[config.mk]
export PLATFORM = sky130hd
export DESIGN_NAME = commit_retire
export DESIGN_NICKNAME = d
export VERILOG_FILES = /design/src/rtl/commit_retire_pkg.sv /design/src/rtl/commit_retire_select.sv /design/src/rtl/count_one.sv /design/src/rtl/commit_retire.sv
export SDC_FILE = /design/constraint.sdc
export NUM_CORES = 1
export LEC_CHECK = 0
export ABC_AREA = 1
export BUFFER_PORTS_ARGS = -buffer_cell sky130_fd_sc_hd__clkbuf_2
export CORE_AREA = 2 2 108 110
export DETAILED_ROUTE_END_ITERATION = 8
export DIE_AREA = 0 0 110 112
export GPL_TIMING_DRIVEN = 0
export PLACE_DENSITY = 0.67
export SYNTH_ARGS = -nofsm -noshare
export SYNTH_HDL_FRONTEND = slang
export SYNTH_HIERARCHICAL = 1
export SYNTH_SLANG_ARGS = --single-unit
export TNS_END_PERCENT = 30
[constraint.sdc]
create_clock -name clk -period 2.6 [get_ports clk]
set_input_delay 0.13 -clock clk [delete_from_list [all_inputs] [get_ports clk]]
set_output_delay 0.13 -clock clk [all_outputs]
set_load 0.02 [all_outputs]
[src/rtl/commit_retire_pkg.sv]
// Shared types for the commit/retire stage: ROB entry layout, state enum, widths.
package commit_retire_pkg;

    localparam int unsigned COMMIT_WIDTH     = 4;
    localparam int unsigned ROB_ID_WIDTH     = 4;
    localparam int unsigned PHY_REG_ID_WIDTH = 6;

    localparam int unsigned ExceptionCauseWidth = 5;
    localparam int unsigned PcWidth             = 32;
    localparam int unsigned RetireCntWidth      = $clog2(COMMIT_WIDTH + 1);

    typedef struct packed {
        logic                           finish;
        logic                           has_exception;
        logic [ExceptionCauseWidth-1:0] exception_id;
        logic [PcWidth-1:0]             pc;
        logic                           rd_valid;
        logic [PHY_REG_ID_WIDTH-1:0]    old_phy_id;
    } rob_item_t;

    typedef enum logic [0:0] {
        NORMAL = 1'b0,
        FLUSH  = 1'b1
    } commit_state_t;

    // ROB id probed by commit slot; wraps modulo the ROB depth by truncation.
    function automatic logic [ROB_ID_WIDTH-1:0] slot_rob_id(
        input logic [ROB_ID_WIDTH-1:0] head,
        input int unsigned             slot
    );
        return head + ROB_ID_WIDTH'(slot);
    endfunction

endpackage

[src/rtl/commit_retire_select.sv]
// Retire mask generator: a slot pops only if it and every older slot are retireable.
module commit_retire_select
    import commit_retire_pkg::*;
(
    input  logic                    head_valid_i,
    input  logic [COMMIT_WIDTH-1:0] id_valid_i,
    input  logic [COMMIT_WIDTH-1:0] finish_i,
    input  logic [COMMIT_WIDTH-1:0] has_exception_i,
    output logic [COMMIT_WIDTH-1:0] pop_o,
    output logic                    head_exception_o
);

    logic [COMMIT_WIDTH-1:0] ok;
    logic                    run;

    always_comb begin
        ok  = {COMMIT_WIDTH{head_valid_i}} & id_valid_i & finish_i & ~has_exception_i;
        run = 1'b1;
        pop_o = '0;
        for (int unsigned i = 0; i < COMMIT_WIDTH; i++) begin
            run      = run & ok[i];
            pop_o[i] = run;
        end
        head_exception_o = head_valid_i & id_valid_i[0] & finish_i[0] & has_exception_i[0];
    end

endmodule

[src/rtl/count_one.sv]
// Counts set bits of data_i; with CONTINUOUS=1 only the unbroken run starting at bit 0.
module count_one #(
    parameter int unsigned WIDTH      = 4,
    parameter bit          CONTINUOUS = 1'b0,
    parameter int unsigned CNT_WIDTH  = $clog2(WIDTH + 1)
) (
    input  logic [WIDTH-1:0]     data_i,
    output logic [CNT_WIDTH-1:0] count_o
);

    logic run;

    always_comb begin
        count_o = '0;
        run     = 1'b1;
        for (int unsigned i = 0; i < WIDTH; i++) begin
            if (CONTINUOUS) begin
                run     = run & data_i[i];
                count_o = count_o + CNT_WIDTH'(run);
            end else begin
                count_o = count_o + CNT_WIDTH'(data_i[i]);
            end
        end
    end

endmodule

[src/rtl/commit_retire.sv]
// In-order retire stage behind the ROB: pops finished head entries, frees old phys regs,
// flushes on a head exception. COMMIT_RETIRE_PERF_COUNTER_EN adds commit_retired_count.
module commit_retire
    import commit_retire_pkg::*;
(
    input  logic                           clk,
    input  logic                           rst,
    input  logic [ROB_ID_WIDTH-1:0]        rob_commit_retire_head_id,
    input  logic                           rob_commit_retire_head_id_valid,
    output logic [ROB_ID_WIDTH-1:0]        commit_rob_retire_id [COMMIT_WIDTH],
    input  rob_item_t                      rob_commit_retire_data [COMMIT_WIDTH],
    input  logic [COMMIT_WIDTH-1:0]        rob_commit_retire_id_valid,
    output logic [COMMIT_WIDTH-1:0]        commit_rob_retire_pop,
    output logic                           commit_rob_flush,
    output logic [PHY_REG_ID_WIDTH-1:0]    commit_phy_release_id [COMMIT_WIDTH],
    output logic [COMMIT_WIDTH-1:0]        commit_phy_release_valid,
    output logic                           commit_redirect_valid,
    output logic [PcWidth-1:0]             commit_redirect_pc,
    output logic [ExceptionCauseWidth-1:0] commit_exception_cause
`ifdef COMMIT_RETIRE_PERF_COUNTER_EN
    ,
    output logic [63:0]                    commit_retired_count
`endif
);

    commit_state_t                  state_q, state_d;
    logic                           flush_q;
    logic [PcWidth-1:0]             pc_q, pc_d;
    logic [ExceptionCauseWidth-1:0] cause_q, cause_d;
    logic [COMMIT_WIDTH-1:0]        rel_valid_q, rel_valid_d;
    logic [PHY_REG_ID_WIDTH-1:0]    rel_id_q [COMMIT_WIDTH];
    logic [PHY_REG_ID_WIDTH-1:0]    rel_id_d [COMMIT_WIDTH];

    logic [COMMIT_WIDTH-1:0]        finish, has_exc, sel_pop, pop;
    logic                           head_exc;

    always_comb begin
        for (int unsigned i = 0; i < COMMIT_WIDTH; i++) begin
            finish[i]               = rob_commit_retire_data[i].finish;
            has_exc[i]              = rob_commit_retire_data[i].has_exception;
            commit_rob_retire_id[i] = slot_rob_id(rob_commit_retire_head_id, i);
        end
    end

    commit_retire_select u_select (
        .head_valid_i     (rob_commit_retire_head_id_valid),
        .id_valid_i       (rob_commit_retire_id_valid),
        .finish_i         (finish),
        .has_exception_i  (has_exc),
        .pop_o            (sel_pop),
        .head_exception_o (head_exc)
    );

    // Next state and pop mask; the flush cycle ignores ROB contents entirely.
    always_comb begin
        state_d = state_q;
        pc_d    = pc_q;
        cause_d = cause_q;
        pop     = '0;
        unique case (state_q)
            NORMAL: begin
                pop = sel_pop;
                if (head_exc) begin
                    pc_d    = rob_commit_retire_data[0].pc;
                    cause_d = rob_commit_retire_data[0].exception_id;
                    state_d = FLUSH;
                end
            end
            FLUSH:   state_d = NORMAL;
            default: state_d = NORMAL;
        endcase
        if (rst) begin
            pop = '0;
        end
    end

    always_comb begin
        rel_valid_d = '0;
        for (int unsigned i = 0; i < COMMIT_WIDTH; i++) begin
            rel_id_d[i]    = rel_id_q[i];
            rel_valid_d[i] = pop[i] & rob_commit_retire_data[i].rd_valid;
            if (rel_valid_d[i]) begin
                rel_id_d[i] = rob_commit_retire_data[i].old_phy_id;
            end
        end
    end

    always_ff @(posedge clk) begin
        if (rst) begin
            state_q     <= NORMAL;
            flush_q     <= 1'b0;
            pc_q        <= '0;
            cause_q     <= '0;
            rel_valid_q <= '0;
            for (int unsigned i = 0; i < COMMIT_WIDTH; i++) begin
                rel_id_q[i] <= '0;
            end
        end else begin
            state_q     <= state_d;
            flush_q     <= (state_d == FLUSH);
            pc_q        <= pc_d;
            cause_q     <= cause_d;
            rel_valid_q <= rel_valid_d;
            for (int unsigned i = 0; i < COMMIT_WIDTH; i++) begin
                rel_id_q[i] <= rel_id_d[i];
            end
        end
    end

    assign commit_rob_retire_pop    = pop;
    assign commit_rob_flush         = flush_q;
    assign commit_redirect_valid    = flush_q;
    assign commit_redirect_pc       = pc_q;
    assign commit_exception_cause   = cause_q;
    assign commit_phy_release_valid = rel_valid_q;
    assign commit_phy_release_id    = rel_id_q;

`ifdef COMMIT_RETIRE_PERF_COUNTER_EN
    logic [RetireCntWidth-1:0] pop_cnt;
    logic [63:0]               retired_q;

    // Pop mask is contiguous from bit 0, so the run-length counter suffices.
    count_one #(
        .WIDTH      (COMMIT_WIDTH),
        .CONTINUOUS (1'b1),
        .CNT_WIDTH  (RetireCntWidth)
    ) u_pop_count (
        .data_i  (pop),
        .count_o (pop_cnt)
    );

    always_ff @(posedge clk) begin
        if (rst) begin
            retired_q <= '0;
        end else begin
            retired_q <= retired_q + 64'(pop_cnt);
        end
    end

    assign commit_retired_count = retired_q;
`endif

endmodule
-- After elaboration in Yosys (flattened, before gate mapping)
Cells that the tools add are included.
- register bits: 66
- input port bits: 195
- output and inout port bits: 87
- word-level logic and storage cells: 31
- add/sub/neg operators: 3
- muxes and demuxes: 4
- bitwise logic cells: 15
- reductions and logical operators: 1
- operators with widths (cell ; number):
    4-bit bitwise AND ; 3
    1-bit bitwise AND ; 10
    4-bit by 2-bit adder with 4-bit output (second input constant) ; 2
    4-bit 2-to-1 mux ; 2
    4-bit by 1-bit adder with 4-bit output (second input constant) ; 1
    4-bit NOT ; 1
    1-bit case mux with 2 select lines ; 1
    2-bit AND reduction ; 1
    1-bit 2-to-1 mux ; 1
    1-bit NOT ; 1

-- Longest topological paths before layout
Gate-level depths: netlist (run 1).
- depth after elaboration: 9
- mapped depth: 11
- gate-level depth less buffers: 9

-- Cells and area by module
The synthesis (run 1) kept the hierarchy.
- modules (own cells, without submodules) (module ; times used ; cells each ; area an instance (um^2)):
    commit_retire ; 1 ; 410 ; 2916.5
    commit_retire_select ; 1 ; 20 ; 106.4

-- Least setup slack after synthesis (run 1)
No wires, ideal clock.
- kind: register to register
- start point: register, netlist name commit_redirect_valid
- end point: register cause_q[0], in the netlist commit_exception_cause[0]
- setup time: 0.116 ns
- arrival time: 1.117 ns
- data required time: 2.484 ns
- setup slack: 1.367 ns
- stages on the path, launching flop included: 7
- period minus slack after synthesis: 1.233 ns
- cell sequence: dfxtp_1 inv_2 nand2_4 inv_2 buf_6 nor2_1 nor2_1
- RTL lines (item ; line ; source):
    to (signal assigned) ; commit_retire.sv:102 ; cause_q <= cause_d;
    to (decl) ; commit_retire.sv:29 ; logic [ExceptionCauseWidth-1:0] cause_q, cause_d;

-- Worst setup path after layout (run 1)
- start point: input rob_commit_retire_head_id_valid
- end point: output commit_rob_retire_pop[3]
- longest elaborated chain between the ends: 8
- ends and longest elaborated chain (item ; line ; source):
    from (decl) ; commit_retire.sv:9 ; input logic rob_commit_retire_head_id_valid,
    4-bit bitwise AND (*) (3 in series) ; commit_retire_select.sv:17 ; ok = {COMMIT_WIDTH{head_valid_i}} & id_valid_i & finish_i & ~has_exception_i;
    1-bit bitwise AND (2 in series) ; commit_retire_select.sv:21 ; run = run & ok[i];
    1-bit bitwise AND (*) ; commit_retire_select.sv:21 ;
    via u_select.run ; commit_retire_select.sv:14 ; logic run;
    4-bit 2-to-1 mux (*) ; commit_retire.sv:60 ; unique case (state_q)
    4-bit 2-to-1 mux (*) ; commit_retire.sv:72 ; if (rst) begin
    to (decl) ; commit_retire.sv:13 ; output logic [COMMIT_WIDTH-1:0] commit_rob_retire_pop,
The timed path passes the listed nets; every way through them passes the cells marked *.

==> summary.txt, run 1 <==
Setup path
  – Worst path arrival time: roughly 1.3 ns
  – Worst path required time: 2.47 ns
  – Critical Path Sink Type: primary output
  – Critical-path maximum fanout: 8
  – Worst setup SP type: input pin
  – Crit Path Class: in2out

STA
  – Clk_skew: approximately 0.0059 ns
  – RSZ-0062 raised after global routing: false
  – Setup violators final: 0
  – Final slew viol count: 0
  – Final Hold Viols: 0
  – Slew @ Worst Pin: 0.5953 ns
  – Setup TNS: 0 ns
  – Final Critical Period: 1.475 ns
  – Tcrit/Tclk final: 0.5672
  – Worst slew margin: 0.6031
  – FMAX: 678.1 MHz

Logic synthesis
  – Syn Nets: between 600 and 700
  – Synth Instances: 430
  – Sequential area share after synthesis: 0.4371
  – Mean post-synth cell area: around 7.0 µm²
  – Synthesized flop and latch total: 66
  – Synth Cell Area: a little over 3000 µm²
  – Synth unique cells: 25
  – Syn. warnings: 6

Drt
  – Routed len/inst: 11.34 µm
  – Routed Antenna Nets: 0
  – DR vias/cell: a little over 4
  – DRT iter0 DRCs: roughly 130
  – Final wirelength: 8592 µm
  – Vias: a little over 3,000
  – DRC: 0
  – Pre-Repair DR Iteration Count: 4

Cells and area
  – Post-route cell area: ~4300 µm²
  – Nets: about 810
  – Layout cells sized above 1: 0.3512
  – Antenna cells: 0
  – Layout overhead on the synthesized area: 42.96%

Power and ir drop
  – VDD IR max: roughly 0.00025 V
  – Tot Pwr: roughly 0.0025 W
  – Power per cell area: about 570 nW/µm²
  – Leakage: roughly 2.3 nW

Clocking
  – Clock Latency Late Sink: ~0.33 ns
  – Clock slew at reported path FFs: around 0.050 ns
  – CTS Sinks: 66
  – CTS tree: built
  – CTS max path bufs: 2
  – Cts repair resizes: 0
  – H-tree Lvls: 3
  – # hold bufs at CTS: 0
  – Buffers inserted by post-CTS timing repair: 0
  – Clock buffer count from CTS: 9
  – Root buffer cell: clkbuf_16

Flow run
  – Max-capacitance violation count: 0

GRT
  – First-pass GRT wire length: between 10,000 and 15,000 µm
  – Vias in the first global route: about 2,700
  – Initial antenna violation count: 1
  – Global Route Usage Sum: 0.1408
  – Gr ovfl total: 0
  – Largest net degree at the start of global routing: 12

Floorplan
  – Die area: roughly 12,000 µm²
  – Die H: about 110 µm
  – Initial Util: 0.2705
  – Die width: between 100 and 150 µm
  – I/O pin total: around 280
  – Std cell rows: 39
  – Core area: 11,170 µm²

Hold path
  – Hold Crit Class: in2reg

Run status
  – Outcome: finished clean

Place
  – IO Port Bufs: 169
  – Placed Area: roughly 4000 µm²
  – DP HPWL: roughly 6700 µm
  – Gpl congestion: around 0.79
## layout make-up
class	count	area, µm²
multi-input cells	246	1144
clock buffers	12	246.5
well taps	143	178.9
plain buffers	28	220.2
repair buffers	169	845.8
clock inverters	4	27.53
flip-flops and latches	66	1321
fillers	1190	6853
inverters	90	337.8
## registers in the layout (all words and copies together) (netlist names)
register,flops
commit_redirect_valid,1
commit_phy_release_id,24
commit_phy_release_valid,4
commit_redirect_pc,32
commit_exception_cause,5
## per-layer routing
metal  global-route usage  wire (µm)  vias to the layer above
met5                    0         11                        -
met4              0.06582        165                        2
met3              0.04508        719                       13
met2               0.2143       3839                       93
met1               0.1788       3855                     1300
li1                     -          -                     1646
## report_power, final
group,internal (W),switching [W]
Combinational,0.000126,0.000179
Clock,0.000670,0.000439
Sequential,0.00103,0.0000111
Total,0.00183,0.000629
## critical path, cell delays in order
cell,delay [ns]
clkbuf_2,0.15
nand2_1,0.06
nor2_1,0.20
nand3_2,0.11
nor2_2,0.08
buf_4,0.09
buf_2,0.17
nand2_1,0.07
nor2_1,0.09
clkbuf_2,0.19
## cells in the mapped netlist
master      n  area, µm²
buf_1       2      7.510
xor2_1      3      26.28
clkbuf_2    1      5.000
nand3_1     4      20.02
nand2_1    58      217.7
nor2_2      2      12.51
xnor2_1     1      8.760
o21ai_0    18      90.09
inv_1      87      326.6
nand3_2     2      20.02
dfxtp_1    66       1321
nand2_4     1      11.26
nor2_4      1      11.26
o21ai_1    20      100.1
buf_6       3      33.78
buf_12      3      60.06
ha_1        4      50.05
inv_2       3      11.26
buf_4       9      67.56
nor2_1    105      394.1
buf_2       7      35.03
nor2_8      1      20.02
nand4_1    25      156.4
clkbuf_1    3      11.26
a21oi_1     1      5.000
## per-stage QoR
step | hold slack [ns] | worst slack, ns | utilization | instances
after floorplan | 0.2751 | 1.367 | - | 430
after global placement | 0.3608 | 1.041 | 0.3622 | 742
after detailed placement | 0.3665 | 1.013 | 0.3622 | 742
after CTS | 0.01757 | 1.119 | 0.3867 | 758
after global routing | 0.04038 | 0.9859 | 0.3867 | 758
final | 0.02996 | 1.125 | 0.3867 | 758
## cell families (layout without fill, tap and decap cells)
group | after synthesis | in the layout | synth area share
AND/OR/NAND/NOR | 199 | 199 | 0.2856
buffers and inverters | 118 | 303 | 0.1846
flip-flops | 66 | 66 | 0.4371
AO/OA/AOI/OAI | 39 | 39 | 0.06457
adder cells (fa/ha/maj) | 4 | 4 | 0.01656
XOR/XNOR | 4 | 4 | 0.01159
## path summary, 6_finish.rpt
check,start,end,slack [ns],cells after the start
setup reg to reg,commit_redirect_valid$_SDFF_PP0_,commit_redirect_pc[27]$_SDFFE_PP0P_,1.33,5
setup / recovery,rob_commit_retire_head_id_valid,commit_rob_retire_pop[3],1.13,10
hold / removal,rob_commit_retire_data[152],commit_redirect_pc[7]$_SDFFE_PP0P_,0.03,3
hold reg to reg,commit_redirect_pc[14]$_SDFFE_PP0P_,commit_redirect_pc[14]$_SDFFE_PP0P_,0.48,2
## layout by cell type, fill, tap and decap left out
master        n
a21oi_1       1
buf_1         2
buf_12        3
buf_2         7
buf_4         9
buf_6         3
clkbuf_1      5
clkbuf_16     9
clkbuf_2    170
clkbuf_8      1
clkinv_2      1
clkinvlp_4    3
dfxtp_1      66
ha_1          4
inv_1        87
inv_2         3
nand2_1      58
nand2_4       1
nand3_1       4
nand3_2       2
nand4_1      25
nor2_1      105
nor2_2        2
nor2_4        1
nor2_8        1
o21ai_0      18
o21ai_1      20
xnor2_1       1
xor2_1        3
Power figures use the tool's default switching activity.
==> run 2: changes to the inputs <==
- ABC_AREA: 1 -> 0
- CORE_AREA: 2 2 108 110 -> 2 2 110 112
- DIE_AREA: 0 0 110 112 -> 0 0 112 114
- PLACE_DENSITY: 0.67 -> 0.65
- clock period: 2.6 -> 1.23 ns (I/O delays scaled with it)
==> run 2 against run 1 <==
- the flow now finishes with violations (negative setup slack)
- design area rose by 19%
- highest routed layer unchanged
- final cell count fell by 8.0%
- worst setup slack got worse by 1.1 ns
- die area rose by 3.6%
- critical endpoint is now commit_redirect_pc[17]$_SDFFE_PP0P_
- core utilization rose by 5.1 points
- routed wire length rose by 11%
- global-route usage rose by 0.39 points
- flip-flop and latch count did not move
==> summary.txt, run 2 <==
Run status
  – Outcome: finished, violations left
  – Failing checks: negative setup slack

Drt
  – DRC: 0 (unchanged)
  – DR WL met3: 780 µm (+8.5%)
  – Routed len/inst: 13.65 µm (+20%)
  – Routed Antenna Nets: 0 (unchanged)
  – Uppermost layer routed: met5
  – Pre-Repair DR Iteration Count: 4 (unchanged)
  – Vias: 2,899 (-5.1%)
  – Met2 WL: 4909 µm (+28%)
  – Met1 WL: 3631 µm (-5.8%)
  – DRT iter0 DRCs: 93 (-26%)
  – DR vias/cell: 4.159 (+3.2%)
  – Final wirelength: 9515 µm (+11%)

Clocking
  – Clock slew at reported path FFs: 0.05 ns (about the same)
  – Clock buffer count from CTS: 9 (unchanged)
  – CTS max path bufs: 2 (unchanged)
  – CTS tree: built
  – CTS Sinks: 66 (unchanged)
  – Root buffer cell: clkbuf_16
  – H-tree Lvls: 3 (unchanged)
  – Clock Latency Late Sink: 0.33 ns (about the same)

STA
  – Setup violators final: 1 (+1)
  – Final Hold Viols: 0 (unchanged)
  – Clk_skew: 0.005097 ns (-0.0007622 ns)
  – Hold slack: 0.003768 ns (-0.02619 ns)
  – RSZ-0062 raised after global routing: true
  – Fin worst setup slack: -0.002162 ns (-1.128 ns)
  – Tcrit/Tclk final: 1.002
  – Slew @ Worst Pin: 0.7424 ns (+0.1472 ns)
  – Setup TNS: -0.002162 ns (-0.002162 ns)
  – Final slew viol count: 0 (unchanged)
  – FMAX: slightly above 800 MHz
  – Worst slew margin: 0.5050 (-0.09810)
  – Final Critical Period: 1.232 ns

Power and ir drop
  – Power per cell area: 1102 nW/µm² (+94%)
  – VDD IR max: 0.0006062 V (+150%)
  – Leakage: 2.537 nW (+8.0%)

GRT
  – Gr ovfl total: 0 (unchanged)
  – Global Route Usage Sum: 0.1446 (+0.003885)
  – Largest net degree at the start of global routing: 11 (-1)
  – Vias in the first global route: 2,960 (+8.6%)
  – First-pass GRT wire length: 14,240 µm (+7.2%)
  – Initial antenna violation count: 3 (+2)

Cells and area
  – Largest register FFs: 32 (unchanged)
  – Layout cells sized above 1: 0.5292 (+0.1780)
  – Leading cell type in the layout, fill and taps excluded: clkbuf_2
  – Layout overhead on the synthesized area: 84.44%
  – Nets: 742 (-8.3%)
  – Most frequent cells in the layout: clkbuf_2 (165), dfxtp_1 (65), dlygate4sd3_1 (61)
  – Fillers: 1,145 (-3.8%)

Setup path
  – Setup slack, reg-to-reg: -0.002 ns (-1.33 ns)
  – Worst path arrival time: 1.42 ns (+0.08 ns)
  – Register-to-Register Path Depth: 6 (+1)
  – Sequence of cells on the critical path: buf_6 > nand2b_4 > buf_12 > clkbuf_16 > nand2_4 > a21oi_2
  – Critical-path maximum fanout: 8 (unchanged)
  – Reg2Reg Launch Point: commit_redirect_valid$_SDFF_PP0_
  – CP delay by family, top: buffers and inverters
  – Critical Path Sink Type: flip-flop
  – Max stage delay on crit path: 0.37 ns (+0.17 ns)
  – Crit Path Class: reg2reg
  – Reg2reg end: commit_redirect_pc[17]$_SDFFE_PP0P_
  – Worst setup SP type: flip-flop
  – Crit-path slowest cell: dfxtp_4
  – Worst path required time: 1.41 ns (-1.06 ns)
  – Worst path bufs/invs: 3 (-1)

Floorplan
  – I/O pin total: 282 (unchanged)
  – Std cell rows: 40 (+2.6%)
  – Core area: 11,710 µm² (+4.8%)
  – Die H: 114 µm (+1.8%)
  – Die width: 112 µm (+1.8%)
  – Initial Util: 0.2375 (-0.03302)
  – Die area: 12,770 µm² (+3.6%)

Logic synthesis
  – Synth Cell Area: 2781 µm² (-8.0%)
  – Ys flop type: dfxtp_1
  – Most common cell in the netlist: dfxtp_1
  – Synth cell count leaders: dfxtp_1 (66), nand2_1 (45), a21oi_2 (30), nand2_2 (30), nor2_1 (27)
  – Syn. warnings: 6 (unchanged)
  – Post-synth top area cell: dfxtp_1
  – Sequential area share after synthesis: 0.4750 (+0.03795)
  – Mean post-synth cell area: 9.591 µm² (+36%)
  – Synth Instances: 290 (-33%)
  – Top cell type's share of synthesized area: 0.4750 (+0.03795)
  – Area contributors post-synth: dfxtp_1 (48%), a21oi_2 (9.4%), mux2i_1 (8.6%)
  – Fraction of registers with async set/reset: 0 (unchanged)
  – Syn Nets: 489 (-22%)
  – EDFF count, synth: 0 (unchanged)
  – Synth unique cells: 28 (+12%)
  – Synthesized flop and latch total: 66 (unchanged)

Flow run
  – Max-capacitance violation count: 0 (unchanged)

Place
  – IO Port Bufs: 169 (unchanged)
  – Gpl congestion: 0.7705 (-2.2%)
  – DP HPWL: 6222 µm (-7.4%)
  – Pre-CTS setup slack: -0.2487 ns (-1.262 ns)

Hold path
  – Hold path depth: 3 (unchanged)
  – Hold path endpoint: commit_phy_release_id[8]$_SDFFE_PP0P_
  – HP Start: rob_commit_retire_data[48]
  – Hold Crit Class: in2reg
-- run 2: cell types whose count changed in the layout (fill, tap and decap cells not counted), moves of 19 or more --
| cell | change |
|---|---|
| o21ai_1 | -20 |
| nand4_1 | -25 |
| a21oi_2 | +34 |
| inv_1 | -81 |
| nand2_2 | +19 |
| dlygate4sd3_1 | +61 |
| mux2i_1 | +24 |
| nor2_1 | -79 |
-- run 2: cells by family (layout without fill, tap and decap cells) --
kind of cell,count (synthesis),count (layout),share of synthesized area
other,0,2,0
muxes,24,24,0.08637
xor gates and xnor gates,5,5,0.01575
and+or+nand+nor,124,124,0.2281
DFF,66,66,0.4750
AOI/OAI and AO/OA,38,38,0.1089
buffers and inverters,29,287,0.06792
adders and majority gates,4,4,0.01799
-- run 2: worst register-to-register path, cell delays in order (launching register included) --
cell	delay [ns]
dfxtp_4	0.37
buf_6	0.13
nand2b_4	0.14
buf_12	0.16
clkbuf_16	0.17
nand2_4	0.06
a21oi_2	0.05
-- run 2: worst max-delay path by stage --
stage	cells past startpoint	to	from
finish	6	commit_redirect_pc[17]$_SDFFE_PP0P_	commit_redirect_valid$_SDFF_PP0_
global route	6	commit_redirect_pc[17]$_SDFFE_PP0P_	commit_redirect_valid$_SDFF_PP0_
CTS	4	commit_phy_release_id[8]$_SDFFE_PP0P_	commit_redirect_valid$_SDFF_PP0_
detailed placement	7	commit_phy_release_id[5]$_SDFFE_PP0P_	rob_commit_retire_data[182]
global placement	7	commit_phy_release_id[5]$_SDFFE_PP0P_	rob_commit_retire_data[182]
floorplan	6	commit_phy_release_id[5]$_SDFFE_PP0P_	rob_commit_retire_data[182]
-- run 2: timing repair --
item | CTS | global route
hold buffers | 61 | 0
hold endpoints to repair | 61 | 0
gates cloned | 1 | 2
endpoints found under the setup margin | 59 | 46
gates resized for setup | 25 | 37
buffers inserted | 8 | 1
pin swaps | 1 | 32
-- run 2: area by class of cell --
type | instances | area (µm²) | area share
diodes | 2 | 5.005 | 0.0009756
plain buffers | 23 | 209.0 | 0.04073
clock buffers | 14 | 254.0 | 0.04951
clock inverters | 2 | 60.06 | 0.01171
inverters | 6 | 22.52 | 0.004390
multi-input cells | 195 | 1421 | 0.2771
flip-flops and latches | 66 | 1325 | 0.2583
well taps | 147 | 183.9 | 0.03585
repair buffers | 242 | 1649 | 0.3215
-- run 2: where the power goes --
part           switching (W)  internal, W
Clock               0.000889      0.00183
Sequential         0.0000231      0.00217
Combinational       0.000353     0.000387
Total                0.00127      0.00439
-- run 2: stage by stage --
stage | util | power [W] | cell area (µm²) | std cells
after floorplan | - | 0.002501 | 2781 | 290
after global placement | 0.3254 | 0.002745 | 3811 | 606
after detailed placement | 0.3254 | 0.002755 | 3811 | 606
after CTS | 0.4207 | 0.005680 | 4927 | 692
after global routing | 0.4376 | 0.005879 | 5125 | 695
final | 0.4380 | 0.005652 | 5130 | 697
-- run 2: routing by layer --
layer	global-route usage	vias up
met4	0.04878	2
met3	0.06854	15
li1	-	1440
met2	0.2598	116
met5	0	-
met1	0.1489	1326
==> run 3: changes to the inputs <==
- ABC_AREA: 0 -> 1
- CORE_AREA: 2 2 110 112 -> 2 2 108 110
- DIE_AREA: 0 0 112 114 -> 0 0 110 112
- PLACE_DENSITY: 0.65 -> 0.7
==> run 3 against run 2 <==
- the run now ends clean
- die area shrank 3.5%
- routed wire length shrank 5.1%
- core utilization shrank 1.3 points
- sequential power is essentially flat
- critical path depth shrank 2
- non-clock buffer count shrank 34
- global-route usage grew 0.59 points
- register-to-register slack gained 0.08 ns
- worst setup slack gained 0.075 ns
- critical path type is now reg2out
- largest cell class unchanged
- largest power group unchanged
==> summary.txt, run 3 (same netlist as run 1, synthesis figures left out) <==
Drt
  – Pre-Repair DR Iteration Count: 4 (unchanged)
  – DRC: 0 (unchanged)
  – Routed len/inst: 11.40 µm (-16%)
  – DR vias/cell: 4.020 (-3.3%)
  – Uppermost layer routed: met5
  – Final wirelength: 9032 µm (-5.1%)
  – Met1 WL: 4041 µm (+11%)
  – Met2 WL: 4231 µm (-14%)
  – DR WL met3: 549 µm (-30%)
  – Vias: 3,184 (+9.8%)
  – Routed Antenna Nets: 0 (unchanged)
  – DRT iter0 DRCs: 158 (+70%)

STA
  – Clk_skew: 0.004168 ns (-0.0009287 ns)
  – Setup TNS: 0 ns (+0.002162 ns)
  – Final Hold Viols: 0 (unchanged)
  – Slew @ Worst Pin: 0.6116 ns (-0.1309 ns)
  – Setup violators final: 0 (-1)
  – Final Critical Period: 1.157 ns (-0.07497 ns)
  – Tcrit/Tclk final: 0.9408 (-0.06095)
  – RSZ-0062 raised after global routing: true
  – FMAX: 864.2 MHz (+6.5%)
  – Worst slew margin: 0.5923 (+0.08723)
  – Final slew viol count: 0 (unchanged)

Cells and area
  – Nets: 843 (+14%)
  – Leading cell type in the layout, fill and taps excluded: clkbuf_2
  – Antenna cells: 0 (-2)
  – Final std cells w/o fill: 792 (+14%)
  – Layout overhead on the synthesized area: 57.28%
  – Layout cells sized above 1: 0.3467 (-0.1825)
  – Largest register FFs: 32 (unchanged)
  – Most frequent cells in the layout: clkbuf_2 (165), nor2_1 (103), inv_1 (87)
  – Fin util: 0.4255 (-0.01255)
  – Post-route cell area: 4755 µm² (-7.3%)

GRT
  – Vias in the first global route: 2,998 (+1.3%)
  – First-pass GRT wire length: 14,350 µm (+0.78%)
  – Gr ovfl total: 0 (unchanged)
  – Initial antenna violation count: 1 (-2)
  – Largest net degree at the start of global routing: 14 (+3)
  – Global Route Usage Sum: 0.1506 (+0.005933)

Floorplan
  – Die H: 112 µm (-1.8%)
  – Core area: 11,170 µm² (-4.6%)
  – Initial Util: 0.2705 (+0.03302)
  – Die area: 12,320 µm² (-3.5%)
  – Std cell rows: 39 (-2.5%)
  – I/O pin total: 282 (unchanged)
  – Die width: 110 µm (-1.8%)

Power and ir drop
  – VDD IR max: 0.0005438 V (-10%)
  – Clk pwr share: 0.466 (-0.015)
  – Comb pwr share: 0.135 (+0.004)
  – Leakage: 2.525 nW (-0.46%)
  – Tot Pwr: 0.005526 W (-2.2%)
  – Internal: 0.004107 W (-6.4%)
  – Power per cell area: 1162 nW/µm² (+5.5%)
  – Sw power: 0.001420 W (+12%)
  – Sw frac: 0.2569 (+0.03302)
  – Sequential share of power: 0.399 (+0.011)

Setup path
  – Critical Path Sink Type: primary output
  – Crit Path Class: reg2out
  – Worst setup SP type: flip-flop
  – Sequence of cells on the critical path: inv_6 > nand2_1 > nor2_1 > buf_2
  – Worst path arrival time: 1.10 ns (-0.32 ns)
  – Crit-path slowest cell: dfxtp_4
  – Worst path required time: 1.17 ns (-0.24 ns)
  – Max stage delay on crit path: 0.37 ns (about the same)
  – Critical-path maximum fanout: 5 (-3)

Flow run
  – Max-capacitance violation count: 0 (unchanged)

Clocking
  – CTS max path bufs: 2 (unchanged)
  – H-tree Lvls: 3 (unchanged)
  – CTS Sinks: 66 (unchanged)
  – CTS tree: built
  – Clock buffer count from CTS: 9 (unchanged)
  – Clock Latency Late Sink: 0.33 ns (about the same)
  – Root buffer cell: clkbuf_16
  – Clock slew at reported path FFs: 0.06 ns (about the same)

Hold path
  – Hold Crit Class: in2reg

Place
  – DP HPWL: 6718 µm (+8.0%)
  – IO Port Bufs: 169 (unchanged)
  – Placed cell count: 742 (+22%)
  – Gpl congestion: 0.7887 (+2.4%)
  – Placed Area: 4049 µm² (+6.2%)

Run status
  – Outcome: finished clean
run 3: layout make-up:
cell class	count	area [µm²]
Buffer	27	230.2
Clock buffer	9	225.2
Clock inverter	7	78.83
Fill cell	1151	6420
Inverter	90	342.8
Multi-Input combinational cell	246	1169
Sequential cell	66	1325
Tap cell	143	178.9
Timing Repair Buffer	204	1205
run 3: worst paths after layout:
check | startpoint | end | slack, ns | cells after the start
worst max-delay path | commit_redirect_valid$_SDFF_PP0_ | commit_rob_retire_pop[0] | 0.07 | 4
worst max register to register | commit_redirect_valid$_SDFF_PP0_ | commit_phy_release_id[23]$_SDFFE_PP0P_ | 0.08 | 5
worst min-delay path | rob_commit_retire_data[176] | commit_redirect_pc[31]$_SDFFE_PP0P_ | 0.001 | 3
worst min register to register | commit_redirect_pc[16]$_SDFFE_PP0P_ | commit_redirect_pc[16]$_SDFFE_PP0P_ | 0.48 | 2
run 3: through the flow:
stage / setup slack, ns / hold slack [ns]
final: 0.07281 / 0.001469
after global routing: -0.007670 / 0.004597
after CTS: 0.003751 / 0.001245
after detailed placement: -0.3081 / 0.3012
after global placement: -0.2730 / 0.2918
after floorplan: 0.1500 / 0.2066
run 3: routing by layer:
layer	GRT usage	up-vias
li1	-	1712
met1	0.1913	1351
met2	0.2344	100
met3	0.04684	19
met4	0.06160	2
met5	0	-
run 3: critical path: cells and delay by family (launching register included):
family        cells  cell delay, ns
flops             1            0.37
simple gates      2            0.14
buf+inv           2            0.26
run 3: power groups by stage:
| stage | Clock, W | Combinational [W] | Sequential (W) |
|---|---|---|---|
| floorplan | 0 | 0.000306 | 0.00231 |
| global placement | 0 | 0.000651 | 0.00225 |
| detailed placement | 0 | 0.000652 | 0.00225 |
| CTS | 0.00264 | 0.000739 | 0.00221 |
| global route | 0.00274 | 0.000825 | 0.00221 |
| finish | 0.00258 | 0.000743 | 0.00221 |
run 3: what timing repair did:
item,4_1_cts,5_1_grt
endpoints found under the hold margin,33,0
hold buffers,33,0
pin swaps,1,4
setup endpoints to repair,6,16
gates resized for setup,6,22
setup buffers,0,2
